**src/rtl/cu_select_responder.sv**
```systemverilog
// cu_select_responder
// Control-unit end of a parallel channel bus-and-tag interface. It answers the
// channel's initial selection sequence for one device address. It captures the
// command byte and presents the initial status byte, using the interlocked tag
// handshake. A selection that is not for this unit is passed from select_out
// through to select_in, as on a select chain.
//
// Ports
//   clk, reset_n            system clock, asynchronous active-low reset
//   bus_out, bus_out_parity channel Bus Out byte and its odd parity
//   *_out tags              channel outbound tags (suppress_out is unused)
//   bus_in, bus_in_parity   Bus In byte to the channel and its odd parity
//   *_in tags               inbound tags (request/data/disconnect are tied 0)
//   init_status             host status byte for the current command
//   cmd_valid, cmd          one-cycle accept pulse and the last accepted command
//   parity_err, timeout_err sticky error flags, cleared by err_clear
//
// state            | meaning
// IDLE             | waiting for a rising select_out with hold, operational and address out
// PROPAGATE        | selection is not ours; select_in follows select_out & hold_out
// WAIT_ADDR_DROP   | operational_in is raised; waiting for address_out to fall
// WAIT_CMD         | address_in is up with our address on bus_in; waiting for command_out
// WAIT_CMD_DROP    | command is latched; waiting for command_out to fall
// WAIT_ACCEPT      | status_in is up; waiting for service_out (accept) or command_out (stack)
// WAIT_ACCEPT_DROP | waiting for service_out and command_out both low before releasing
module cu_select_responder #(
    parameter logic [7:0] DEV_ADDR       = 8'h00,
    parameter int         SYNC_STAGES    = 2,
    parameter int         TIMEOUT_CYCLES = 65535
) (
    input  logic       clk,
    input  logic       reset_n,
    input  logic [7:0] bus_out,
    input  logic       bus_out_parity,
    input  logic       operational_out,
    input  logic       address_out,
    input  logic       select_out,
    input  logic       hold_out,
    input  logic       command_out,
    input  logic       service_out,
    input  logic       suppress_out,
    output logic [7:0] bus_in,
    output logic       bus_in_parity,
    output logic       operational_in,
    output logic       address_in,
    output logic       status_in,
    output logic       service_in,
    output logic       select_in,
    output logic       request_in,
    output logic       data_in,
    output logic       disconnect_in,
    input  logic [7:0] init_status,
    output logic       cmd_valid,
    output logic [7:0] cmd,
    output logic       parity_err,
    output logic       timeout_err,
    input  logic       err_clear
);

    localparam int SIN_W = 15;
    localparam int TW    = $clog2(TIMEOUT_CYCLES + 1);
    localparam logic [TW-1:0] TMR_LOAD = TW'(TIMEOUT_CYCLES - 1);

    typedef enum logic [2:0] {
        IDLE, PROPAGATE, WAIT_ADDR_DROP, WAIT_CMD,
        WAIT_CMD_DROP, WAIT_ACCEPT, WAIT_ACCEPT_DROP
    } state_t;

    logic unused_ok;
    assign unused_ok = suppress_out;

    // Every inbound cable signal goes through the same synchroniser depth.
    // Bus Out then stays aligned with the tags that qualify it.
    logic [SIN_W-1:0] sync_q [SYNC_STAGES];
    logic [7:0] bo_s;
    logic bop_s, op_s, ad_s, sel_s, hold_s, cm_s, sv_s;

    always_ff @(posedge clk or negedge reset_n) begin
        if (!reset_n) begin
            for (int i = 0; i < SYNC_STAGES; i++) sync_q[i] <= '0;
        end else begin
            sync_q[0] <= {bus_out, bus_out_parity, operational_out, address_out,
                          select_out, hold_out, command_out, service_out};
            for (int i = 1; i < SYNC_STAGES; i++) sync_q[i] <= sync_q[i-1];
        end
    end

    assign {bo_s, bop_s, op_s, ad_s, sel_s, hold_s, cm_s, sv_s} = sync_q[SYNC_STAGES-1];

    state_t         state_q, state_d;
    logic [TW-1:0]  tmr_q, tmr_d;
    logic [7:0]     bus_in_q, bus_in_d, cmd_q, cmd_d;
    logic           bin_par_q, bin_par_d;
    logic           opin_q, opin_d, adin_q, adin_d, stin_q, stin_d, selin_q, selin_d;
    logic           cmd_valid_q, cmd_valid_d;
    logic           perr_q, perr_d, terr_q, terr_d;
    logic           sel_prev_q;
    logic           par_ok, sel_rise, counting, timeout, perr_set, terr_set;

    assign par_ok   = ^{bo_s, bop_s};
    assign sel_rise = sel_s & ~sel_prev_q;
    assign counting = (state_q != IDLE) && (state_q != PROPAGATE);
    assign timeout  = counting && (tmr_q == '0);

    always_comb begin
        state_d     = state_q;
        opin_d      = opin_q;
        adin_d      = adin_q;
        stin_d      = stin_q;
        selin_d     = 1'b0;
        bus_in_d    = bus_in_q;
        cmd_d       = cmd_q;
        cmd_valid_d = 1'b0;
        perr_set    = 1'b0;
        terr_set    = 1'b0;

        if (!op_s || timeout) begin
            // A selective/system reset and an abandoned sequence both release the interface.
            terr_set = op_s;
            state_d  = IDLE;
            opin_d   = 1'b0;
            adin_d   = 1'b0;
            stin_d   = 1'b0;
            bus_in_d = '0;
        end else begin
            case (state_q)
                IDLE: begin
                    selin_d = sel_s & hold_s;
                    if (sel_rise && hold_s && ad_s) begin
                        if (bo_s == DEV_ADDR && par_ok) begin
                            selin_d = 1'b0;
                            opin_d  = 1'b1;
                            state_d = WAIT_ADDR_DROP;
                        end else begin
                            perr_set = (bo_s == DEV_ADDR);
                            state_d  = PROPAGATE;
                        end
                    end
                end
                PROPAGATE: begin
                    selin_d = sel_s & hold_s;
                    if (!sel_s) state_d = IDLE;
                end
                WAIT_ADDR_DROP: if (!ad_s) begin
                    bus_in_d = DEV_ADDR;
                    adin_d   = 1'b1;
                    state_d  = WAIT_CMD;
                end
                WAIT_CMD: if (cm_s) begin
                    cmd_d       = bo_s;
                    cmd_valid_d = 1'b1;
                    perr_set    = ~par_ok;
                    adin_d      = 1'b0;
                    state_d     = WAIT_CMD_DROP;
                end
                WAIT_CMD_DROP: if (!cm_s) begin
                    bus_in_d = init_status;
                    stin_d   = 1'b1;
                    state_d  = WAIT_ACCEPT;
                end
                WAIT_ACCEPT: if (sv_s || cm_s) begin
                    stin_d  = 1'b0;
                    state_d = WAIT_ACCEPT_DROP;
                end
                WAIT_ACCEPT_DROP: if (!sv_s && !cm_s) begin
                    opin_d   = 1'b0;
                    bus_in_d = '0;
                    state_d  = IDLE;
                end
                default: state_d = IDLE;
            endcase
        end

        // A new error in the same cycle as err_clear keeps the flag set.
        perr_d    = perr_set | (perr_q & ~err_clear);
        terr_d    = terr_set | (terr_q & ~err_clear);
        bin_par_d = ~^bus_in_d;

        if (state_d != state_q)       tmr_d = TMR_LOAD;
        else if (counting && !timeout) tmr_d = tmr_q - 1'b1;
        else                          tmr_d = tmr_q;
    end

    always_ff @(posedge clk or negedge reset_n) begin
        if (!reset_n) begin
            state_q     <= IDLE;
            tmr_q       <= TMR_LOAD;
            bus_in_q    <= '0;
            bin_par_q   <= 1'b1;
            opin_q      <= 1'b0;
            adin_q      <= 1'b0;
            stin_q      <= 1'b0;
            selin_q     <= 1'b0;
            cmd_q       <= '0;
            cmd_valid_q <= 1'b0;
            perr_q      <= 1'b0;
            terr_q      <= 1'b0;
            sel_prev_q  <= 1'b0;
        end else begin
            state_q     <= state_d;
            tmr_q       <= tmr_d;
            bus_in_q    <= bus_in_d;
            bin_par_q   <= bin_par_d;
            opin_q      <= opin_d;
            adin_q      <= adin_d;
            stin_q      <= stin_d;
            selin_q     <= selin_d;
            cmd_q       <= cmd_d;
            cmd_valid_q <= cmd_valid_d;
            perr_q      <= perr_d;
            terr_q      <= terr_d;
            sel_prev_q  <= sel_s;
        end
    end

    assign bus_in         = bus_in_q;
    assign bus_in_parity  = bin_par_q;
    assign operational_in = opin_q;
    assign address_in     = adin_q;
    assign status_in      = stin_q;
    assign service_in     = 1'b0;
    assign select_in      = selin_q;
    assign request_in     = 1'b0;
    assign data_in        = 1'b0;
    assign disconnect_in  = 1'b0;
    assign cmd_valid      = cmd_valid_q;
    assign cmd            = cmd_q;
    assign parity_err     = perr_q;
    assign timeout_err    = terr_q;

endmodule
```
**config.mk**
```make
export PLATFORM = sky130hd
export DESIGN_NAME = cu_select_responder
export DESIGN_NICKNAME = d
export VERILOG_FILES = /design/src/rtl/cu_select_responder.sv
export SDC_FILE = /design/constraint.sdc
export NUM_CORES = 1
export LEC_CHECK = 0
export ABC_CLOCK_PERIOD_IN_PS = 5300
export BUFFER_PORTS_ARGS = -buffer_cell sky130_fd_sc_hd__buf_2
export CORE_ASPECT_RATIO = 1.2
export CORE_MARGIN = 1
export CORE_UTILIZATION = 59
export CTS_CLUSTER_DIAMETER = 40
export DETAILED_ROUTE_END_ITERATION = 8
export PLACE_DENSITY = 0.9
export SLEW_MARGIN = 20
export SYNTH_ARGS = -nofsm -noshare
export SYNTH_HDL_FRONTEND = slang
export SYNTH_SLANG_ARGS = --single-unit
```
**constraint.sdc**
```tcl
create_clock -name clk -period 5.3 [get_ports clk]
set_input_delay 0.265 -clock clk [delete_from_list [all_inputs] [get_ports clk]]
set_output_delay 0.265 -clock clk [all_outputs]
set_load 0.01 [all_outputs]
```
-- Yosys cells after proc, flatten, opt, wreduce, memory -nomap -nowiden
Index checks and enable logic that the tools add are counted.
- $add $sub $neg: 1
- bitwise gates (word level): 10
- reduce and logical (&&, ||, !) cells: 27
- eq/ne operators: 15
- mux-type cells: 43
- operator list (cell ; number):
    two-way mux 16 bit ; 2
    two-way mux 8 bit ; 4
    two-way mux 3 bit ; 8
    case mux 8 bit (3 select lines) ; 1
    two-way mux 1 bit ; 21
    inequality test 3 bit (second input constant) ; 7
    case mux 3 bit (7 select lines) ; 1
    logical NOT 16 bit ; 1
    subtractor 16 x 1 -> 16 bit (second input constant) ; 1
    nonzero test 3 bit ; 4
    case mux 1 bit (2 select lines) ; 5
    == test 3 bit (second input constant) ; 3
    AND reduction 3 bit ; 3
    XOR reduction 9 bit ; 1
    logical NOT 8 bit ; 1
    XNOR reduction 8 bit ; 1
    logical AND 1 bit ; 7
    == test 3 x 2 -> 1 bit (second input constant) ; 2
    bitwise AND 1 bit ; 4
    logical NOT 1 bit ; 4
    inverter 1 bit ; 4
    AND reduction 4 bit ; 1
    == test 3 x 1 -> 1 bit (second input constant) ; 1
    logical NOT 3 bit ; 1
    other kinds (6) ; 8
- word-level logic and storage cells: 111
- flip-flop bits (word level): 74
- input port bits: 27
- output and inout bits: 28

-- Logic depth before layout (Yosys ltp)
Gate-level depths: netlist of the first run.
- depth in word-level cells: 9
- mapped depth: 10
- gate-level depth less buffers: 8

-- Least setup slack after synthesis of the first run
Ideal clock, no wire load.
- kind: reg-to-reg
- from: register sync_q, in the netlist cm_s
- to: register bin_par_q, in the netlist bus_in_parity
- path slack: 3.164 ns
- buffers on the path: 1
- clock period less this slack: 2.136 ns
- data arrival time: 2.051 ns
- stages on the path, launching flop included: 9
- library setup time: 0.084 ns
- required time: 5.216 ns
- cell sequence: dfrtp_1 nand2b_1 nor3_2 clkbuf_1 o21ai_0 a21oi_1 xnor2_1 xnor3_1 or2_2
- cells in the longest elaborated chain, start to end: 6
- elaborated cells between the ends (all ways): 7
- classes of those cells: mux (4); reduce/logical (3)
- ends and longest elaborated chain (what ; RTL line ; RTL):
    from (decl) ; 74 ; logic [SIN_W-1:0] sync_q [SYNC_STAGES];
    logical NOT 1 bit ; 165 ; WAIT_ACCEPT_DROP: if (!sv_s && !cm_s) begin
    logical AND 1 bit ; 165 ;
    two-way mux 8 bit ; 165 ;
    case mux 8 bit (3 select lines) * ; 126 ; case (state_q)
    two-way mux 8 bit * ; 117 ; if (!op_s || timeout) begin
    XNOR reduction 8 bit * ; 177 ; bin_par_d = ~^bus_in_d;
    net bin_par_d ; 93 ; logic bin_par_q, bin_par_d;
    to (signal assigned) ; 203 ; bin_par_q <= bin_par_d;
    to (decl) ; 93 ;
Mark *: on every way through the listed nets, which the timed path passes. The rest lies on a longest branch.
A chain may end at the register's enable or synchronous reset.

-- Final worst setup path of the first run
- from: register tmr_q[10]
- to: register tmr_q[1]
- cells in the longest elaborated chain, start to end: 6
- elaborated cells between the ends (all ways): 9
- classes of those cells: eq/ne (1); mux (2); reduce/logical (6)
- ends and longest elaborated chain (what ; RTL line ; RTL):
    from (decl) ; 91 ; logic [TW-1:0] tmr_q, tmr_d;
    from (signal assigned) ; 201 ; tmr_q <= tmr_d;
    logical NOT 16 bit * ; 103 ; assign timeout = counting && (tmr_q == '0);
    logical AND 1 bit * ; 103 ;
    logical OR 1 bit ; 117 ;
    two-way mux 3 bit ; 117 ;
    inequality test 3 bit ; 179 ; if (state_d != state_q) tmr_d = TMR_LOAD;
    two-way mux 16 bit or nonzero test 2 bit (tied branches) ; n/a ;
Mark *: on every way between the ends. The rest lies on a longest branch, timed or not.

==> summary.txt, run 1 <==
Worst setup path
  • WS Path Type: flip-flop to flip-flop
  • Type of element capturing the critical path: flip-flop
  • Critical Path RT: 5540 ps
  • FF-to-FF setup slack: 2280 ps
  • Worst r2r src: tmr_q[10]$_DFFE_PN1P_
  • Worst Path Max Fanout: 21
  • Worst Reg-to-Reg Cells: 6
  • Setup crit start kind: flip-flop
  • R2R Path End: tmr_q[1]$_DFFE_PN1P_
  • Arr. time, crit path: 3260 ps

CTS
  • Clock slew at reported path FFs: 80 ps
  • Clock net sink count: 74
  • Max Root-Sink Buffers: 2
  • Root buf cell: clkbuf_8
  • CTS tree: built
  • Worst-Skew Late Latency: 350 ps
  • TritonCTS Buffers: 9
  • CTS hold repair buffers: 0
  • Setup bufs post-CTS: 0
  • CTS H-tree depth: 3
  • Cts repair resizes: 0

Logic synthesis
  • Post-synthesis register bit count: 74
  • Post-synthesis simple-gate area fraction: 17.7%
  • Post-synth EDFFs: 0
  • Synth Warn #: 0
  • Synth Area in XOR/XNOR: 7.88%
  • Synth area leader: dfrtp_1
  • Yosys top cell area share: 45.7%
  • Post-synthesis cell count: 299
  • Unique masters post-synth: 50
  • Complex-gate fraction of the synthesized area: 10.8%
  • Seq/Total Area, Yosys: 58.9%
  • Mux cell area share after synthesis: 0%
  • Main synth FF type: dfrtp_1
  • Ys async rst share: 100%
  • Synth Area in Adders: 0.788%
  • Synth area leaders: dfrtp_1 46%, dfstp_2 13%, nand2_1 6.9%
  • Synthesized cell area: 0.00318 mm2
  • Largest family of logic cells by synthesized area: simple AND/OR/NAND/NOR gates
  • Syn Area/Cell: 10.6 um2

Drt
  • Vias: 2272
  • Residual DRC count: 0
  • Routed Antenna Nets: 0
  • DR iter-0 viols: 193
  • Via-to-Cell Ratio: 5.45
  • First-pass iteration count of the detailed router: 4
  • Wire per inst: 13.8 um
  • Wirelength, routed: 5750 um

Timing
  • Hold Slack: 23.3 ps
  • Final setup violation count: 0
  • Final hold viol count: 0
  • Achievable Freq: 331 MHz
  • Worst-margin pin slew: 871 ps
  • Slew HR: 42.0%
  • RSZ-0062 raised after global routing: no
  • Crit share post-route: 57.0%
  • TNS Setup: 0 ps
  • Tmin final: 3020 ps
  • Setup Skew: 7.89 ps
  • Max Transition Viols Final: 0

Floorplanning
  • Starting Density: 62.9%
  • Die area: 0.00568 mm2
  • I/O pin cnt: 55
  • Core Area: 0.00504 mm2
  • Row count: 28
  • Chip height: 82.4 um
  • Die span in x: 69.0 um

Power
  • Power Density: 297 mW/mm2
  • Clk network pwr share: 41.3%
  • Switching pwr: 263 uW
  • VDD IR max: 406 uV
  • Combinational share of power: 4.7%
  • Sw Share: 24.2%
  • Static leakage: 0.00167 uW
  • Internal Power: 824 uW
  • Seq pwr share: 53.9%

Outcome
  • Outcome: complete, no violations

Layout
  • Fraction of layout instances using a drive strength above 1: 25.8%
  • Ant. Diodes: 0
  • Commonest cells after routing, fill and taps aside: 58 x nand2_1, 58 x dfrtp_1, 49 x buf_2
  • # nets final: 381
  • Area growth syn-to-layout: 15.3%
  • Final instance area: 0.00366 mm2
  • Fin util: 72.6%

Hold path
  • Worst Hold Class: primary input to flip-flop
  • HP Start: bus_out[6]
  • Worst hold endpoint: sync_q[28]$_DFF_PN0_
  • Worst hold stages: 1

GRT
  • Total global routing overflow: 0
  • Vias in the first global route: 2122
  • First-pass GRT wire length: 9100 um
  • Largest net degree at the start of global routing: 75
  • Initial antenna violation count: 0
  • Total GRT Usage: 22.6%

Place
  • GPL Wtd Cong: 0.813
  • I/O Buffers: 49
  • Cell Area, Placed: 0.00343 mm2
  • Post-DP HPWL: 3890 um

Run
  • # Max-Cap Violations: 0
## Yosys cell counts (3+ instances only)
library cell and instances:
nand2_1 58, xnor2_1 15, a21oi_1 14, nor2b_1 4, buf_2 4, clkbuf_1 3
a22oi_1 8, dfstp_2 16, nand2b_1 4, nor3_1 6, inv_1 8, nor2_1 27
dfrtp_1 58, xor2_1 11, buf_4 4, nand3b_1 3, o21ai_0 16
## power groups by stage
stage | Sequential, uW | Clock [uW] | Combinational, uW
global placement | 596 | 0 | 49.7
detailed placement | 596 | 0 | 51.0
CTS | 586 | 459 | 51.4
finish | 586 | 449 | 51.6
global route | 588 | 481 | 59.1
floorplan | 594 | 0 | 29.3
## state kept, by name (all words and copies together), names as in the netlist
register / cells
bo_s: 8
cmd_valid: 1
operational_in: 1
state_q: 3
cm_s: 1
bop_s: 1
select_in: 1
hold_s: 1
op_s: 1
bus_in_parity: 1
sel_s: 1
tmr_q: 16
status_in: 1
cmd: 8
sv_s: 1
ad_s: 1
parity_err: 1
sel_prev_q: 1
sync_q: 15
bus_in: 8
address_in: 1
timeout_err: 1
## kinds of logic after synthesis
kind of cell	after synthesis
xor+xnor	27
other cells	1
simple gates	121
fa+ha+maj	2
buf+inv	22
flops	74
compound gates	52
## how the worst max path moves through the flow
stage                                startpoint                       to
after floorplan                  cm_s$_DFF_PN0_  bus_in_parity$_DFF_PN1_
after global placement    tmr_q[10]$_DFFE_PN1P_     tmr_q[1]$_DFFE_PN1P_
after detailed placement  tmr_q[10]$_DFFE_PN1P_     tmr_q[1]$_DFFE_PN1P_
after CTS                 tmr_q[10]$_DFFE_PN1P_     tmr_q[1]$_DFFE_PN1P_
after global routing      tmr_q[10]$_DFFE_PN1P_     tmr_q[1]$_DFFE_PN1P_
final                     tmr_q[10]$_DFFE_PN1P_     tmr_q[1]$_DFFE_PN1P_
## stage by stage
| step | setup WS, ps | instances | power, uW |
|---|---|---|---|
| 2_1_floorplan | 3160 | 302 | 623 |
| 3_3_place_gp | 2400 | 399 | 645 |
| 3_5_place_dp | 2320 | 399 | 647 |
| 4_1_cts | 2280 | 415 | 1100 |
| 5_1_grt | 1940 | 417 | 1130 |
| 6_report | 2280 | 417 | 1090 |
## worst max-delay path, stage by stage (launching register included)
cell	delay, ps
dfstp_2	390
nor4_1	600
nand4_1	330
o31ai_4	820
a21oi_1	260
nor2_4	330
o311ai_0	190
## per-layer routing
layer  track usage [%]  vias to the layer above  part of all wire (%)
met3              7.42                        8                   4.3
met5                 0                        -                     0
li1                  -                     1096                     -
met2              39.1                       65                    53
met1              25.6                     1103                    42
met4              8.16                        0                   1.3
## area by class of cell
type                       instances  area (um2)
clock inverter                     7        87.6
fill                             362        1380
sequential                        74        1870
timing repair buffer              52         273
multi-input combinational        206        1200
clock buffer                       9         124
tap                               60        75.1
inverter                           9        33.8
Note: power is estimated with default switching activity, not from simulation.
==> inputs of run 2 (changes only) <==
--- a/config.mk
+++ b/config.mk
@@ -5,14 +5,14 @@
 export SDC_FILE = /design/constraint.sdc
 export NUM_CORES = 1
 export LEC_CHECK = 0
-export ABC_CLOCK_PERIOD_IN_PS = 5300
+export ABC_CLOCK_PERIOD_IN_PS = 2520
 export BUFFER_PORTS_ARGS = -buffer_cell sky130_fd_sc_hd__buf_2
 export CORE_ASPECT_RATIO = 1.2
 export CORE_MARGIN = 1
-export CORE_UTILIZATION = 59
+export CORE_UTILIZATION = 50
 export CTS_CLUSTER_DIAMETER = 40
 export DETAILED_ROUTE_END_ITERATION = 8
-export PLACE_DENSITY = 0.9
+export PLACE_DENSITY = 0.82
 export SLEW_MARGIN = 20
 export SYNTH_ARGS = -nofsm -noshare
 export SYNTH_HDL_FRONTEND = slang
==> constraint.sdc (replaced) <==
create_clock -name clk -period 2.52 [get_ports clk]
set_input_delay 0.126 -clock clk [delete_from_list [all_inputs] [get_ports clk]]
set_output_delay 0.126 -clock clk [all_outputs]
set_load 0.01 [all_outputs]
==> run 2 against run 1 <==
Routed wire length is 8.2% higher. Clock power grew 96%. Global-route usage shrank 2.4 points. Largest cell class unchanged. Sequential share of layout area decreased by 4.2 points. Clock-buffer cell count did not move. Combinational power grew to 3.0 times the previous value. Via count rose by 6.6%. Non-clock buffer count increased by 32. Die area increased by 18%. Critical path depth is 3 higher.
==> summary.txt, run 2 (same netlist as run 1, synthesis figures left out) <==
Outcome
  • Outcome: complete, no violations

GRT
  • Vias in the first global route: 2209 (+4.1%)
  • Total GRT Usage: 20.2% (-2.4 points)
  • Grt met1 use: 23.1% (-2.5 points)
  • Total global routing overflow: 0 (unchanged)
  • Initial antenna violation count: 0 (unchanged)
  • First-pass GRT wire length: 9770 um (+7.4%)
  • Global routing usage on met2: 34.4% (-4.7 points)
  • Met3 usage: 4.96% (-2.5 points)
  • Largest net degree at the start of global routing: 49 (-35%)
  • GR peak layer: met2

Floorplanning
  • Die span in x: 74.8 um (+8.4%)
  • Core Area: 0.00609 mm2 (+21%)
  • Starting Density: 52.1% (-11 points)
  • Row count: 31 (+11%)
  • Chip height: 89.3 um (+8.4%)
  • I/O pin cnt: 55 (unchanged)
  • Die area: 0.00668 mm2 (+18%)

CTS
  • CTS tree: built
  • Root buf cell: clkbuf_8
  • CTS H-tree depth: 3 (unchanged)
  • Max Root-Sink Buffers: 2 (unchanged)
  • Clock slew at reported path FFs: 80 ps (about the same)
  • Worst-Skew Late Latency: 350 ps (about the same)
  • TritonCTS Buffers: 9 (unchanged)
  • Clock net sink count: 74 (unchanged)

Place
  • GPL Wtd Cong: 0.903 (+11%)
  • Post-DP HPWL: 4100 um (+5.4%)
  • I/O Buffers: 49 (unchanged)
  • Dpl cells: 430 (+7.8%)

Drt
  • Wire per inst: 13.2 um (-4.0%)
  • Residual DRC count: 0 (unchanged)
  • Wirelength, routed: 6220 um (+8.2%)
  • DR iter-0 viols: 234 (+21%)
  • Vias: 2423 (+6.6%)
  • First-pass iteration count of the detailed router: 4 (unchanged)
  • Via-to-Cell Ratio: 5.16 (-5.4%)
  • Routed Antenna Nets: 0 (unchanged)

Worst setup path
  • Worst Reg-to-Reg Cells: 9 (+3)
  • Crit path launch: tmr_q[3]$_DFFE_PN1P_
  • Type of element capturing the critical path: flip-flop
  • Worst path slowest cell: or4_4
  • Worst path max stage delay: 540 ps (-280 ps)
  • Delay-heaviest family, CP: simple AND/OR/NAND/NOR gates
  • Critical Path RT: 2800 ps (-2740 ps)
  • Worst-path cell chain: or4_4 > or3_4 > o31ai_4 > buf_6 > nor3_2 > a21oi_2 > nor2_4 > buf_4 > nand2_1
  • Setup crit start kind: flip-flop
  • Worst Path Max Fanout: 9 (-57%)
  • Bufs and invs on worst path: 2 (+2)
  • Arr. time, crit path: 2780 ps (-480 ps)
  • Worst r2r src: tmr_q[3]$_DFFE_PN1P_
  • Stages on the worst setup path: 9 (+3)
  • WS Path Type: flip-flop to flip-flop

Layout
  • Biggest regs: tmr_q: 16 flops, sync_q: 15 flops
  • Final non-filler cell total: 470 (+13%)
  • Max reg flops: 16 (unchanged)
  • FILL cells: 472 (+30%)
  • # nets final: 413 (+8.4%)
  • Fraction of layout instances using a drive strength above 1: 28.4% (+2.6 points)
  • Area growth syn-to-layout: 25.5%
  • Ant. Diodes: 0 (unchanged)
  • Commonest cells after routing, fill and taps aside: 58 x nand2_1, 58 x dfrtp_1, 49 x buf_2
  • Top reg by flops: tmr_q

Run
  • # Max-Cap Violations: 0 (unchanged)

Power
  • Internal Power: 1740 uW (+110%)
  • VDD IR max: 433 uV (+6.6%)
  • Static leakage: 0.00181 uW (+8.4%)
  • Combinational share of power: 6.8% (+2.1 points)
  • Clk network pwr share: 38.9% (-2.4 points)
  • Power Density: 569 mW/mm2 (+92%)
  • Switching pwr: 525 uW (+100%)
  • Seq pwr share: 54.4% (+0.5 points)
  • Sw Share: 23.2% (-1.0 points)

Timing
  • Slew HR: 57.8% (+16 points)
  • Achievable Freq: 401 MHz (+21%)
  • Tmin final: 2490 ps (-530 ps)
  • Setup Skew: 12.7 ps (+4.80 ps)
  • TNS Setup: 0 ps (unchanged)
  • Final hold viol count: 0 (unchanged)
  • Worst-margin pin slew: 633 ps (-238 ps)
  • Max Transition Viols Final: 0 (unchanged)
  • Final setup violation count: 0 (unchanged)
  • Crit share post-route: 98.9% (+42 points)

Hold path
  • HP Start: init_status[2]
  • Worst hold stages: 3 (+2)
  • Worst Hold Class: primary input to flip-flop
## run 2: cell count changes in the layout (fill, tap and decap cells not counted), sizes merged
cell and change:
buf +17, dlygate4sd3 +15, inv -2, clkinvlp +1
## run 2: cell type report
class	count	area [um2]	share of cell area, %
clock buffers	9	124	3.11
clock inverters	6	68.8	1.73
inverters	9	33.8	0.847
multi-input cells	206	1210	30.5
flip-flops and latches	74	1870	47.0
well taps	82	103	2.57
repair buffers	84	571	14.3
## run 2: power groups by stage
stage	Sequential (uW)	Clock, uW	Combinational, uW
floorplan	1250	0	61.6
detailed placement	1250	0	115
global route	1240	954	169
global placement	1250	0	112
finish	1230	882	153
CTS	1230	908	134
## run 2: final timing paths
path	slack (ps)	endpoint
worst max register to register	30	tmr_q[10]$_DFFE_PN1P_
min in group asynchronous	320	bus_in[5]$_DFF_PN0_
worst max-delay path	30	tmr_q[10]$_DFFE_PN1P_
worst min-delay path	70	bus_in[2]$_DFF_PN0_
max in group asynchronous	1470	tmr_q[2]$_DFFE_PN1P_
worst min register to register	350	bo_s[2]$_DFF_PN0_
## run 2: timing repair
| item | CTS | global route |
|---|---|---|
| hold buffers | 17 | 0 |
| hold endpoints to repair | 33 | 0 |
| resized for setup | 0 | 5 |
| endpoints found under the setup margin | 0 | 1 |
| setup buffers | 0 | 8 |
## run 2: worst min-delay path: cells and delay by family
family	cells	cell delay, ps
AOI/OAI and AO/OA	1	70
and+or+nand+nor	1	80
buffers and inverters	1	100
## run 2: through the flow
step	power [uW]	worst slack, ps	hold WS (ps)	cell area (um2)	util (%)
floorplan	1310	384	-170	3190	-
global placement	1370	166	173	3540	58.1
detailed placement	1370	97.4	180	3540	58.1
CTS	2280	88.1	53.7	3900	64.1
global route	2360	-59.8	83.9	3990	65.5
finish	2270	27.1	68.7	3990	65.5
## run 2: routing by layer
metal  vias up  wire [um]
li1       1162          -
met1      1175       2590
met2        71       3240
met3        15        223
met4         0        162
met5         -          0
==> inputs of run 3 (changes only) <==
--- a/config.mk
+++ b/config.mk
@@ -12,7 +12,7 @@
 export CORE_UTILIZATION = 50
 export CTS_CLUSTER_DIAMETER = 40
 export DETAILED_ROUTE_END_ITERATION = 8
-export PLACE_DENSITY = 0.82
+export PLACE_DENSITY = 0.76
 export SLEW_MARGIN = 20
 export SYNTH_ARGS = -nofsm -noshare
 export SYNTH_HDL_FRONTEND = slang
==> run 3 against run 2 <==
First-iteration DRC count is 22% lower. Critical endpoint is now cmd[3]$_DFFE_PN0P_. Sequential cell count stayed put. Power is 0.41% higher. Largest power group unchanged. Global-route usage is 1.5 points lower. Utilization is 0.88 points lower.
==> summary.txt, run 3 (same netlist as run 1, synthesis figures left out) <==
Power
  • Power Density: 579 mW/mm2 (+1.8%)
  • VDD IR max: 389 uV (-9.9%)
  • Static leakage: 0.00179 uW (-1.3%)

Layout
  • Biggest regs: tmr_q: 16 flops, sync_q: 15 flops
  • Fraction of layout instances using a drive strength above 1: 27.1% (-1.3 points)
  • # nets final: 408 (-1.2%)
  • Multi-input gate area: 0.00120 mm2 (-1.4%)
  • FILL cells: 502 (+6.4%)
  • Final non-filler cell total: 466 (-0.85%)
  • Area growth syn-to-layout: 23.8%
  • Commonest cells after routing, fill and taps aside: 58 x nand2_1, 58 x dfrtp_1, 49 x buf_2
  • Top reg by flops: tmr_q
  • Ant. Diodes: 0 (unchanged)
  • Max reg flops: 16 (unchanged)
  • Fin util: 64.6% (-0.88 points)
  • Storage element area: 0.00187 mm2 (unchanged)

GRT
  • Total global routing overflow: 0 (unchanged)
  • Initial antenna violation count: 0 (unchanged)
  • First-pass GRT wire length: 9150 um (-6.4%)
  • Vias in the first global route: 2110 (-4.5%)
  • Largest net degree at the start of global routing: 32 (-35%)
  • Total GRT Usage: 18.7% (-1.5 points)

Floorplanning
  • Core Area: 0.00609 mm2 (unchanged)
  • I/O pin cnt: 55 (unchanged)
  • Chip height: 89.3 um (unchanged)
  • Row count: 31 (unchanged)
  • Starting Density: 52.1% (unchanged)
  • Die area: 0.00668 mm2 (unchanged)
  • Die span in x: 74.8 um (unchanged)

Timing
  • Slew HR: 56.1% (-1.7 points)
  • TNS Setup: 0 ps (unchanged)
  • Max Transition Viols Final: 0 (unchanged)
  • Tmin final: 2390 ps (-98.0 ps)
  • Final setup violation count: 0 (unchanged)
  • Achievable Freq: 418 MHz (+4.1%)
  • Setup Skew: 10.2 ps (-2.46 ps)
  • Final hold viol count: 0 (unchanged)
  • Worst-margin pin slew: 658 ps (+25.6 ps)
  • RSZ-0062 raised after global routing: no
  • Crit share post-route: 95.0% (-3.9 points)

CTS
  • Cts repair resizes: 0 (unchanged)
  • CTS H-tree depth: 3 (unchanged)
  • Worst-Skew Late Latency: 340 ps (about the same)
  • Root buf cell: clkbuf_8
  • Clock slew at reported path FFs: 80 ps (about the same)
  • Max Root-Sink Buffers: 2 (unchanged)
  • CTS tree: built
  • TritonCTS Buffers: 9 (unchanged)
  • Clock net sink count: 74 (unchanged)

Worst setup path
  • Type of element capturing the critical path: flip-flop
  • Worst Path Max Fanout: 9 (unchanged)
  • Worst Reg-to-Reg Cells: 8 (-1)
  • Setup crit start kind: flip-flop
  • Arr. time, crit path: 2630 ps (-150 ps)
  • WS Path Type: flip-flop to flip-flop
  • Critical Path RT: 2750 ps (-50 ps)

Hold path
  • Worst hold stages: 3 (unchanged)
  • Worst Hold Class: primary input to flip-flop

Place
  • GPL Wtd Cong: 0.835 (-7.6%)
  • Dpl cells: 431 (+0.23%)
  • I/O Buffers: 49 (unchanged)
  • Post-DP HPWL: 3980 um (-2.9%)

Drt
  • Vias: 2321 (-4.2%)
  • DR iter-0 viols: 183 (-22%)
  • Residual DRC count: 0 (unchanged)
  • First-pass iteration count of the detailed router: 4 (unchanged)
  • Routed Antenna Nets: 0 (unchanged)
  • Via-to-Cell Ratio: 4.98 (-3.4%)
  • Wire per inst: 12.4 um (-6.3%)
  • Wirelength, routed: 5780 um (-7.1%)

Run
  • # Max-Cap Violations: 0 (unchanged)

Outcome
  • Outcome: complete, no violations
## run 3: final cells by class
cell class	instances	share of cell area (%)
Timing Repair Buffer	79	13.4
Sequential cell	74	47.6
Inverter	9	0.859
Clock buffer	9	3.15
Clock inverter	7	1.97
Tap cell	82	2.61
Multi-Input combinational cell	206	30.4
## run 3: worst paths after layout
path,startpoint,to,slack [ps]
hold / removal,init_status[4],bus_in[4]$_DFF_PN0_,70
setup / recovery,tmr_q[3]$_DFFE_PN1P_,cmd[3]$_DFFE_PN0P_,130
hold reg to reg,sync_q[16]$_DFF_PN0_,cm_s$_DFF_PN0_,350
setup reg to reg,tmr_q[3]$_DFFE_PN1P_,cmd[3]$_DFFE_PN0P_,130
max in group asynchronous,reset_n,tmr_q[15]$_DFFE_PN1P_,1360
min in group asynchronous,reset_n,bus_in[5]$_DFF_PN0_,340
## run 3: routing by layer
layer  global-route usage (%)  vias up  wire, um
met5                        0        -         0
met4                     10.6        0       109
met3                     4.06        9       205
met2                     31.1       60      2840
met1                     22.2     1101      2630
li1                         -     1151         -
## run 3: worst max-delay path: stages, from the launching register on
cell and delay, ps:
dfstp_2 390, or4_4 540, or3_4 370, o31ai_4 310, buf_4 230, nand2b_1 200
inv_2 110, nand2_1 90, nand2_1 50
## run 3: repair_timing
item                                    in CTS  in global routing
buffers inserted                             0                  2
hold endpoints to repair                    45                  0
endpoints found under the setup margin       0                  7
hold buffers                                17                  0
## run 3: stage by stage
step	instance area, um2	setup WS, ps	total power (uW)	hold WS [ps]
finish	3930	125	2280	66.0
detailed placement	3530	111	1370	196
floorplan	3190	384	1310	-170
global route	3930	0.475	2380	70.5
CTS	3910	98.4	2290	50.8
global placement	3530	138	1360	187
## run 3: power by group
group          switching [uW]  internal [uW]  leakage, uW
Combinational            71.6           65.7     0.000779
Sequential               17.8           1210     0.000906
Clock                     443            465     0.000100
